<file path="config.mk">
export PLATFORM = sky130hd
export DESIGN_NAME = pie_tx
export DESIGN_NICKNAME = d
export VERILOG_FILES = /design/src/rtl/pie_tx_pkg.sv /design/src/rtl/pie_tx_sym_gen.sv /design/src/rtl/pie_tx.sv
export SDC_FILE = /design/constraint.sdc
export NUM_CORES = 1
export LEC_CHECK = 0
export CORE_MARGIN = 3
export CORE_UTILIZATION = 61
export DETAILED_ROUTE_END_ITERATION = 8
export PLACE_DENSITY = 0.91
export SETUP_SLACK_MARGIN = 0.5
export SYNTH_ARGS = -nofsm -noshare
export SYNTH_HDL_FRONTEND = slang
export SYNTH_HIERARCHICAL = 1
export SYNTH_SLANG_ARGS = --single-unit
</file>
<file path="constraint.sdc">
create_clock -name clk_50m -period 4.8 [get_ports clk_50m]
set_input_delay 1.2 -clock clk_50m [delete_from_list [all_inputs] [get_ports clk_50m]]
set_output_delay 1.2 -clock clk_50m [all_outputs]
set_load 0.02 [all_outputs]
</file>
<file path="src/rtl/pie_tx_pkg.sv">
// ---------------------------------------------------------------------------
// pie_tx_pkg : 6C PIE state encoding and timing defaults shared with tag side
// Rev 1.0
// ---------------------------------------------------------------------------
`default_nettype none

package pie_tx_pkg;

  localparam int unsigned C_TARI    = 625;
  localparam int unsigned C_DATA1   = 1250;
  localparam int unsigned C_PW      = 313;
  localparam int unsigned C_DELIM   = 625;
  localparam int unsigned C_TRCAL   = 3000;
  localparam int unsigned C_RST_LOW = 6000;
  localparam int unsigned C_CW      = 16;

  typedef enum logic [2:0] {
    PIE_IDLE   = 3'd0,
    PIE_DELIM  = 3'd1,
    PIE_D0     = 3'd2,
    PIE_RTCAL  = 3'd3,
    PIE_TRCAL  = 3'd4,
    PIE_DATA   = 3'd5,
    PIE_RSTLOW = 3'd6
  } pie_state_e;

endpackage

`default_nettype wire

</file>
<file path="src/rtl/pie_tx_sym_gen.sv">
// ---------------------------------------------------------------------------
// pie_sym_gen : one PIE symbol (high L-PW, low PW) or a low-only interval
// Rev 1.0
// ---------------------------------------------------------------------------
`default_nettype none

module pie_sym_gen
  import pie_tx_pkg::*;
#(
  parameter int unsigned PW = C_PW,
  parameter int unsigned CW = C_CW
) (
  input  logic          clk_50m,
  input  logic          rst_n,
  input  logic          load_i,
  input  logic          late_i,
  input  logic          low_only_i,
  input  logic [CW-1:0] len_i,
  output logic          line_o,
  output logic          sym_end_o
);

  localparam logic [CW-1:0] C_PW_W = CW'(PW);
  localparam logic [CW-1:0] C_ONE  = CW'(1);
  localparam logic [CW-1:0] C_TWO  = CW'(2);

  logic [CW-1:0] cnt_q, cnt_d;
  logic [CW-1:0] w_start;
  logic          act_q, act_d;
  logic          lo_q, lo_d;
  logic          line_q, line_d;

  always_comb begin
    // a late load arrives in the symbol's first cycle, which is already shown high
    w_start   = late_i ? (len_i - C_TWO) : (len_i - C_ONE);
    cnt_d     = cnt_q;
    act_d     = act_q;
    lo_d      = lo_q;
    line_d    = line_q;
    sym_end_o = act_q && (cnt_q == '0);
    if (load_i) begin
      cnt_d  = w_start;
      act_d  = 1'b1;
      lo_d   = low_only_i;
      line_d = !low_only_i && (w_start >= C_PW_W);
    end else if (sym_end_o) begin
      act_d  = 1'b0;
      line_d = 1'b1;
    end else if (act_q) begin
      cnt_d  = cnt_q - C_ONE;
      line_d = !lo_q && (cnt_d >= C_PW_W);
    end
  end

  always_ff @(posedge clk_50m or negedge rst_n) begin
    if (!rst_n) begin
      cnt_q  <= '0;
      act_q  <= 1'b0;
      lo_q   <= 1'b0;
      line_q <= 1'b1;
    end else begin
      cnt_q  <= cnt_d;
      act_q  <= act_d;
      lo_q   <= lo_d;
      line_q <= line_d;
    end
  end

  assign line_o = line_q;

endmodule

`default_nettype wire

</file>
<file path="src/rtl/pie_tx.sv">
// ---------------------------------------------------------------------------
// pie_tx : Gen2 reader PIE transmitter (preamble/frame-sync, data, reset burst)
// Rev 1.0
// ---------------------------------------------------------------------------
`default_nettype none

module pie_tx
  import pie_tx_pkg::*;
#(
  parameter int unsigned TARI    = C_TARI,
  parameter int unsigned DATA1   = C_DATA1,
  parameter int unsigned PW      = C_PW,
  parameter int unsigned DELIM   = C_DELIM,
  parameter int unsigned TRCAL   = C_TRCAL,
  parameter int unsigned RST_LOW = C_RST_LOW,
  parameter int unsigned CW      = C_CW
) (
  input  logic clk_50m,
  input  logic rst_n,
  input  logic tx_start,
  input  logic tx_pre,
  input  logic tx_rst_req,
  input  logic bit_data,
  input  logic bit_valid,
  input  logic bit_last,
  output logic bit_ready,
  output logic rd_data,
  output logic tx_busy,
  output logic tx_done,
  output logic tx_err
);

  localparam logic [CW-1:0] C_L_TARI  = CW'(TARI);
  localparam logic [CW-1:0] C_L_DATA1 = CW'(DATA1);
  localparam logic [CW-1:0] C_L_DELIM = CW'(DELIM);
  localparam logic [CW-1:0] C_L_RTCAL = CW'(TARI + DATA1);
  localparam logic [CW-1:0] C_L_TRCAL = CW'(TRCAL);
  localparam logic [CW-1:0] C_L_RST   = CW'(RST_LOW);

  pie_state_e    state_q, state_d;
  logic          pre_q, pre_d;
  logic          last_q, last_d;
  logic          slot_q, slot_d;
  logic          done_q, done_d;
  logic          err_q, err_d;

  logic          w_load;
  logic          w_late;
  logic          w_low_only;
  logic [CW-1:0] w_len;
  logic          w_line;
  logic          w_sym_end;

  always_comb begin
    state_d    = state_q;
    pre_d      = pre_q;
    last_d     = last_q;
    slot_d     = 1'b0;
    done_d     = 1'b0;
    err_d      = 1'b0;
    w_load     = 1'b0;
    w_late     = 1'b0;
    w_low_only = 1'b0;
    w_len      = '0;
    bit_ready  = 1'b0;
    if (tx_rst_req) begin
      state_d    = PIE_RSTLOW;
      w_load     = 1'b1;
      w_low_only = 1'b1;
      w_len      = C_L_RST;
    end else begin
      case (state_q)
        PIE_IDLE: begin
          if (tx_start) begin
            state_d    = PIE_DELIM;
            pre_d      = tx_pre;
            w_load     = 1'b1;
            w_low_only = 1'b1;
            w_len      = C_L_DELIM;
          end
        end
        PIE_DELIM: begin
          if (w_sym_end) begin
            state_d = PIE_D0;
            w_load  = 1'b1;
            w_len   = C_L_TARI;
          end
        end
        PIE_D0: begin
          if (w_sym_end) begin
            state_d = PIE_RTCAL;
            w_load  = 1'b1;
            w_len   = C_L_RTCAL;
          end
        end
        PIE_RTCAL: begin
          if (w_sym_end) begin
            if (pre_q) begin
              state_d = PIE_TRCAL;
              w_load  = 1'b1;
              w_len   = C_L_TRCAL;
            end else begin
              state_d = PIE_DATA;
              slot_d  = 1'b1;
            end
          end
        end
        PIE_TRCAL: begin
          if (w_sym_end) begin
            state_d = PIE_DATA;
            slot_d  = 1'b1;
          end
        end
        PIE_DATA: begin
          // slot_q marks the load cycle: line already high, length chosen now
          if (slot_q) begin
            bit_ready = 1'b1;
            if (bit_valid) begin
              w_load = 1'b1;
              w_late = 1'b1;
              w_len  = bit_data ? C_L_DATA1 : C_L_TARI;
              last_d = bit_last;
            end else begin
              state_d = PIE_IDLE;
              err_d   = 1'b1;
            end
          end else if (w_sym_end) begin
            if (last_q) begin
              state_d = PIE_IDLE;
              done_d  = 1'b1;
            end else begin
              slot_d = 1'b1;
            end
          end
        end
        PIE_RSTLOW: begin
          if (w_sym_end) begin
            state_d = PIE_IDLE;
            done_d  = 1'b1;
          end
        end
        default: state_d = PIE_IDLE;
      endcase
    end
  end

  always_ff @(posedge clk_50m or negedge rst_n) begin
    if (!rst_n) begin
      state_q <= PIE_IDLE;
      pre_q   <= 1'b0;
      last_q  <= 1'b0;
      slot_q  <= 1'b0;
      done_q  <= 1'b0;
      err_q   <= 1'b0;
    end else begin
      state_q <= state_d;
      pre_q   <= pre_d;
      last_q  <= last_d;
      slot_q  <= slot_d;
      done_q  <= done_d;
      err_q   <= err_d;
    end
  end

  pie_sym_gen #(
    .PW (PW),
    .CW (CW)
  ) u_sym_gen (
    .clk_50m    (clk_50m),
    .rst_n      (rst_n),
    .load_i     (w_load),
    .late_i     (w_late),
    .low_only_i (w_low_only),
    .len_i      (w_len),
    .line_o     (w_line),
    .sym_end_o  (w_sym_end)
  );

  assign rd_data = w_line;
  assign tx_busy = (state_q != PIE_IDLE);
  assign tx_done = done_q;
  assign tx_err  = err_q;

endmodule

`default_nettype wire

</file>
Yosys cells after proc, flatten, opt, wreduce, memory -nomap -nowiden --
Cells that the tools add are included.
Word-level totals: word-level logic and storage cells 111, flip-flop bits (word level) 27, latch bits 0, memory bits (read-only) 0, bits in writable memories 0, output and inout bits 5, memories kept 0
Cells by class: $mul 0, $lt $le $gt $ge 2, mux-type cells 63, shift-type cells 0, add/subtract/negate cells 3, div/mod/pow operators 0, bitwise gates (word level) 1, reduce and logical (&&, ||, !) cells 16, equal/unequal tests 16
Operators with widths (number):
- $mux 16 | 4
- $pmux 12 s5 | 1
- $mux 11 | 4
- $mux 1 | 34
- $mux 3 | 11
- $ge 16x9->1 const B | 2
- $mux 12 | 2
- $pmux 3 s7 | 1
- $mux 10 | 2
- $logic_not 16->1 | 1
- $sub 16x1->16 const B | 1
- $ne 3x2->1 const B | 5
- $sub 13x1->14 const B | 1
- $sub 13x2->14 const B | 1
- $mux 13 | 1
- $eq 3x3->1 const B | 3
- $reduce_and 9->1 | 1
- $ne 4x4->1 const B | 2
- $eq 3x2->1 const B | 2
- $reduce_bool 3->1 | 2
- $ne 4x3->1 const B | 1
- $pmux 1 s4 | 1
- $reduce_and 4->1 | 1
- $reduce_bool 2->1 | 2
- other kinds (12) | 15

Longest topological paths before layout --
depth in word-level cells 10, mapped depth 17, gate-level depth less buffers 16

By module --
The synthesis kept the hierarchy.
By module, submodules not included:
- pie_sym_gen | cells an instance 222, sequential area each 476.7 um^2, instances 1, area each 1884.3 um^2
- pie_tx | cells an instance 81, sequential area each 200.2 um^2, instances 1, area each 645.6 um^2

Worst setup path after synthesis --
Ideal clock, no wire load.
path kind reg-to-reg, start point reg u_sym_gen.cnt_q[4], end point reg u_sym_gen.line_q (netlist: u_sym_gen/line_o), setup time 83 ps, slack 965 ps, required time 4717 ps, arrival time 3752 ps, cell stages (with the launch flop) 16, path buffers 1, period minus slack after synthesis 3835 ps, path through dfrtp_1 buf_6 nor4_2 nand3_2 nor3_1 nand3b_1 or2_2 a21oi_1 inv_1 ha_1 a21boi_0 mux2i_1 o31ai_1 nand3_1 or2_2 o311a_1
Between the ends: cells in the longest elaborated chain, start to end 10
Ends and longest elaborated chain:
- start, declared | RTL line pie_tx_sym_gen.sv:27 | logic [CW-1:0] cnt_q, cnt_d;
- start signal, assigned | RTL line pie_tx_sym_gen.sv:62 | cnt_q <= cnt_d;
- $logic_not 16->1 * | RTL line pie_tx_sym_gen.sv:40 | sym_end_o = act_q && (cnt_q == '0);
- $logic_and 1x1->1 * | RTL line pie_tx_sym_gen.sv:40
- net w_sym_end | RTL line pie_tx.sv:52 | logic w_sym_end;
- $mux 12 or $mux 11 (tied branches) | RTL line pie_tx.sv:97, pie_tx.sv:90
- $pmux 12 s5 * | RTL line pie_tx.sv:72 | case (state_q)
- $mux 13 * | RTL line pie_tx.sv:66 | if (tx_rst_req) begin
- net w_len[1] | RTL line pie_tx.sv:50 | logic [CW-1:0] w_len;
- $sub 13x1->14 or $sub 13x2->14 (tied branches) | RTL line pie_tx_sym_gen.sv:35 | w_start = late_i ? (len_i - C_TWO) : (len_i - C_ONE);
- $mux 16 * | RTL line pie_tx_sym_gen.sv:35
- $ge 16x9->1 * | RTL line pie_tx_sym_gen.sv:45 | line_d = !low_only_i && (w_start >= C_PW_W);
- $logic_and 1x1->1 * | RTL line pie_tx_sym_gen.sv:45
- $mux 1 * | RTL line pie_tx_sym_gen.sv:41 | if (load_i) begin
- end signal, assigned | RTL line pie_tx_sym_gen.sv:65 | line_q <= line_d;
- end, declared | RTL line pie_tx_sym_gen.sv:31 | logic line_q, line_d;
The timed path passes the listed nets; every way through them passes the cells marked *. The select of a mux whose other input is x is not followed. A chain may end at the register's enable or synchronous reset.

Final worst setup path --
start point in tx_start, end point reg u_sym_gen.line_q (netlist: u_sym_gen/line_o)
Between the ends: cells in the longest elaborated chain, start to end 8
Ends and longest elaborated chain:
- start, declared | RTL line pie_tx.sv:20 | input logic tx_start,
- $mux 10 * | RTL line pie_tx.sv:74 | if (tx_start) begin
- $pmux 12 s5 * | RTL line pie_tx.sv:72
- $mux 13 * | RTL line pie_tx.sv:66
- net w_len[4] | RTL line pie_tx.sv:50
- $sub 13x1->14 or $sub 13x2->14 (tied branches) | RTL line pie_tx_sym_gen.sv:35
- $mux 16 * | RTL line pie_tx_sym_gen.sv:35
- $ge 16x9->1 * | RTL line pie_tx_sym_gen.sv:45
- $logic_and 1x1->1 * | RTL line pie_tx_sym_gen.sv:45
- $mux 1 * | RTL line pie_tx_sym_gen.sv:41
The timed path passes the listed nets; every way through them passes the cells marked *.

==> run_results.csv <==
group,metric,value,unit
power_and_ir_drop,clockPowerShare,15.3,%
logic_synthesis,ys.flop_type,"dfrtp_1",
min_path,hold_depth,1,
sta,worst_pin_slew,800,ps
die,io_pins,13,
worst_setup_path,rr_endpoint,"u_sym_gen/line_o",
sta,clock_skew,11.0,ps
global_route,grt_max_degree,19,
global_route,grt-ovfl-total,0,
flow_run,cap_viol_max_count,0,
logic_synthesis,synth_top_cells_by_area,"dfrtp_1, xnor2_1, mux2i_1",
logic_synthesis,synthDistinctLibCells,69,
logic_synthesis,synth_commonest_cells,"dfrtp_1, nor2_1, nand2_1",
routing,routedWlPerCell,16.5,µm
logic_synthesis,netlist.area_leader.share,25.7,%
worst_setup_path,cp_slowest_stage_delay,580,ps
sta,hold_ws,527,ps
min_path,min_from,"u_sym_gen/lo_q",
sta,finalCriticalPeriod,4090,ps
worst_setup_path,reg2reg_from,"u_sym_gen/cnt_q[0]",
status,status,"complete, no violations",
routing,num_vias,2387,
logic_synthesis,syn_inst,303,
power_and_ir_drop,power.switching,374,µW
global_route,grtUsageTotal,25.4,%
sta,final_hold_viol_count,0,
sta,fmax,244,MHz
routing,viasPerCell,6.50,
worst_setup_path,cp-end-kind,"flip-flop",
logic_synthesis,syn_area,2530,µm²
die,core,3830,µm²
clock_network,clock_sinks,27,
die,design.die.area,4960,µm²
logic_synthesis,async_flop_share,100,%
layout,finalNonFillerCells,367,
layout,drive_gt1_share,11.3,%
clock_network,root_buffer,"clkbuf_8",
die,chipHeight,70.4,µm
clock_network,path_clk_slew,100,ps
global_route,antenna_found_initial,0,
power_and_ir_drop,leakagePower,0.00105,µW
routing,drt_wl_total,6070,µm
worst_setup_path,arrival,4300,ps
die,num_rows,22,
logic_synthesis,avgSynthCellArea,8.35,µm²
logic_synthesis,synth-seq-area-share,26.8,%
worst_setup_path,crit_fanout,6,
die,start_util,66.1,%
layout,multi_input_area,1760,µm²
power_and_ir_drop,switching_share,43.0,%
logic_synthesis,synth.most_common_cell,"dfrtp_1",
logic_synthesis,ys_ff_latch,27,
layout,final_area,2790,µm²
routing,drt-pass1-iter-count,4,
clock_network,clock_latency,270,ps
worst_setup_path,slowest_stage,"or4_1",
place,dp.cells,360,
place,dpl.hpwl,4560,µm
worst_setup_path,worstSetupStartpointType,"input pin",
routing,drt-initial-drc-count,136,
sta,setup_viol,0,
worst_setup_path,timing.reg2reg.setup_slack,730,ps
place,portBuffers,12,
power_and_ir_drop,power_density,312,nW/µm²
layout,n_fill_cell,299,
place,dpl_cell_area,2700,µm²
worst_setup_path,cp.required,5010,ps
clock_network,clock_path_buffers,2,
clock_network,cts_tree,"yes",
layout,nets,335,
sta,setup_slack,710,ps
place,gp_congestion,0.978,
sta,slew_headroom,46.2,%
layout,diodes,0,
global_route,grt_pass1_vias,2326,
logic_synthesis,ys_warn_count,6,
layout,area_growth,10.3,%
worst_setup_path,path_common_cell,"or4_1",
sta,final_max_slew_viol_count,0,
place,post-place-ws,476,ps
routing,antenna_left,0,
sta,rsz0062_at_grt,"false",
logic_synthesis,yosys.area.top_type,"dfrtp_1",
min_path,hold_class,"reg -> reg",
worst_setup_path,cpLargestDelayFamily,"simple AND/OR/NAND/NOR gates",
clock_network,h-tree-depth,1,
global_route,grt_pass1_wl,10400,µm
power_and_ir_drop,ir_drop,0.230,mV
die,chipWidth,70.4,µm
layout,seqCellArea,677,µm²
worst_setup_path,path_cells,"clkdlybuf4s50_1 -> mux2i_1 -> a2bb2oi_1 -> o22ai_1 -> nand3b_1 -> or4_1 -> or4_1 -> nor2_1 -> xor2_1 -> or2_2 -> o311a_1",
worst_setup_path,critical_path_buf_inv_count,1,
power_and_ir_drop,internal-power,496,µW
routing,drc,0,
worst_setup_path,worstSetupPathType,"in -> reg",
sta,fin_tns_setup,0,ps
power_and_ir_drop,power_frac_comb,39.8,%
sta,timing.final.crit_share,85.2,%
power_and_ir_drop,sequentialPowerShare,44.9,%
logic_synthesis,synth_edf_count,0,
clock_network,numCtsBuffers,3,
min_path,min_to,"u_sym_gen/lo_q",
worst_setup_path,r2r_cells,15,
[through the flow]
stage          util (%)  power (µW)
4_1_cts            71.7         852
3_5_place_dp       70.4         716
3_3_place_gp       70.4         701
2_1_floorplan         -         647
6_report           72.9         869
5_1_grt            72.9         931
[cells by family after synthesis]
kind of cell | synth area share, %
AND/OR/NAND/NOR | 29.9
AO/OA/AOI/OAI | 18.0
buffers and inverters | 5.93
XOR/XNOR | 9.35
flip-flops | 26.8
multiplexers | 6.48
adder cells (fa/ha/maj) | 3.46
other | 0.148
[routing by layer]
layer | track usage (%) | part of all wire (%) | vias up
li1 | - | - | 1133
met1 | 31.7 | 42 | 1127
met2 | 43.6 | 50 | 101
met3 | 2.45 | 4.9 | 26
met4 | 12.1 | 3.6 | 0
met5 | 0 | 0 | -
[flip-flops by register name, indices dropped and copies added, names as in the netlist]
name              count
u_sym_gen/act_q       1
slot_q                1
tx_err                1
u_sym_gen/lo_q        1
pre_q                 1
tx_done               1
u_sym_gen/cnt_q      16
state_q               3
u_sym_gen/line_o      1
last_q                1
[timing repair]
item	4_1_cts	5_1_grt
endpoints found under the setup margin	0	2
gates resized for setup	0	4
setup buffers	0	3
hold buffers	0	0
[power groups by stage]
| stage | Combinational [µW] | Sequential (µW) | Clock, µW |
|---|---|---|---|
| 3_3_place_gp | 319 | 382 | 0 |
| 2_1_floorplan | 328 | 318 | 0 |
| 6_report | 346 | 391 | 133 |
| 3_5_place_dp | 329 | 387 | 0 |
| 5_1_grt | 385 | 402 | 144 |
| 4_1_cts | 333 | 382 | 137 |
[worst max path at each step]
stage | startpoint | endpoint | slack (ps) | cells after the start
2_1_floorplan | u_sym_gen/cnt_q[4] | u_sym_gen/line_o | 960 | 15
3_3_place_gp | tx_start | u_sym_gen/line_o | 580 | 11
3_5_place_dp | tx_start | u_sym_gen/line_o | 480 | 11
4_1_cts | u_sym_gen/cnt_q[4] | u_sym_gen/line_o | 570 | 15
5_1_grt | u_sym_gen/cnt_q[5] | u_sym_gen/line_o | 520 | 15
6_report | tx_start | u_sym_gen/line_o | 710 | 11
[cells in the final DEF (no fill, tap or decap), drive strengths merged, types with 6 or more instances in the layout]
cell / count
dfrtp: 26
nor2: 25
nand2: 22
xnor2: 21
o21ai: 20
inv: 16
nand3: 15
mux2i: 13
clkdlybuf4s50: 12
nor4: 12
nor3: 11
conb: 10
buf: 9
ha: 7
nand4: 6
nand2b: 6
xor2: 6
[final cells by class]
type                            instances  area share, %
Sequential cell                        27           24.3
Multi-Input combinational cell        252           63.0
Tap cell                               48           2.15
Timing Repair Buffer                   21           6.73
Inverter                               15           2.02
Clock inverter                          1          0.314
Clock buffer                            3           1.48
(Power assumes the default switching activity.)
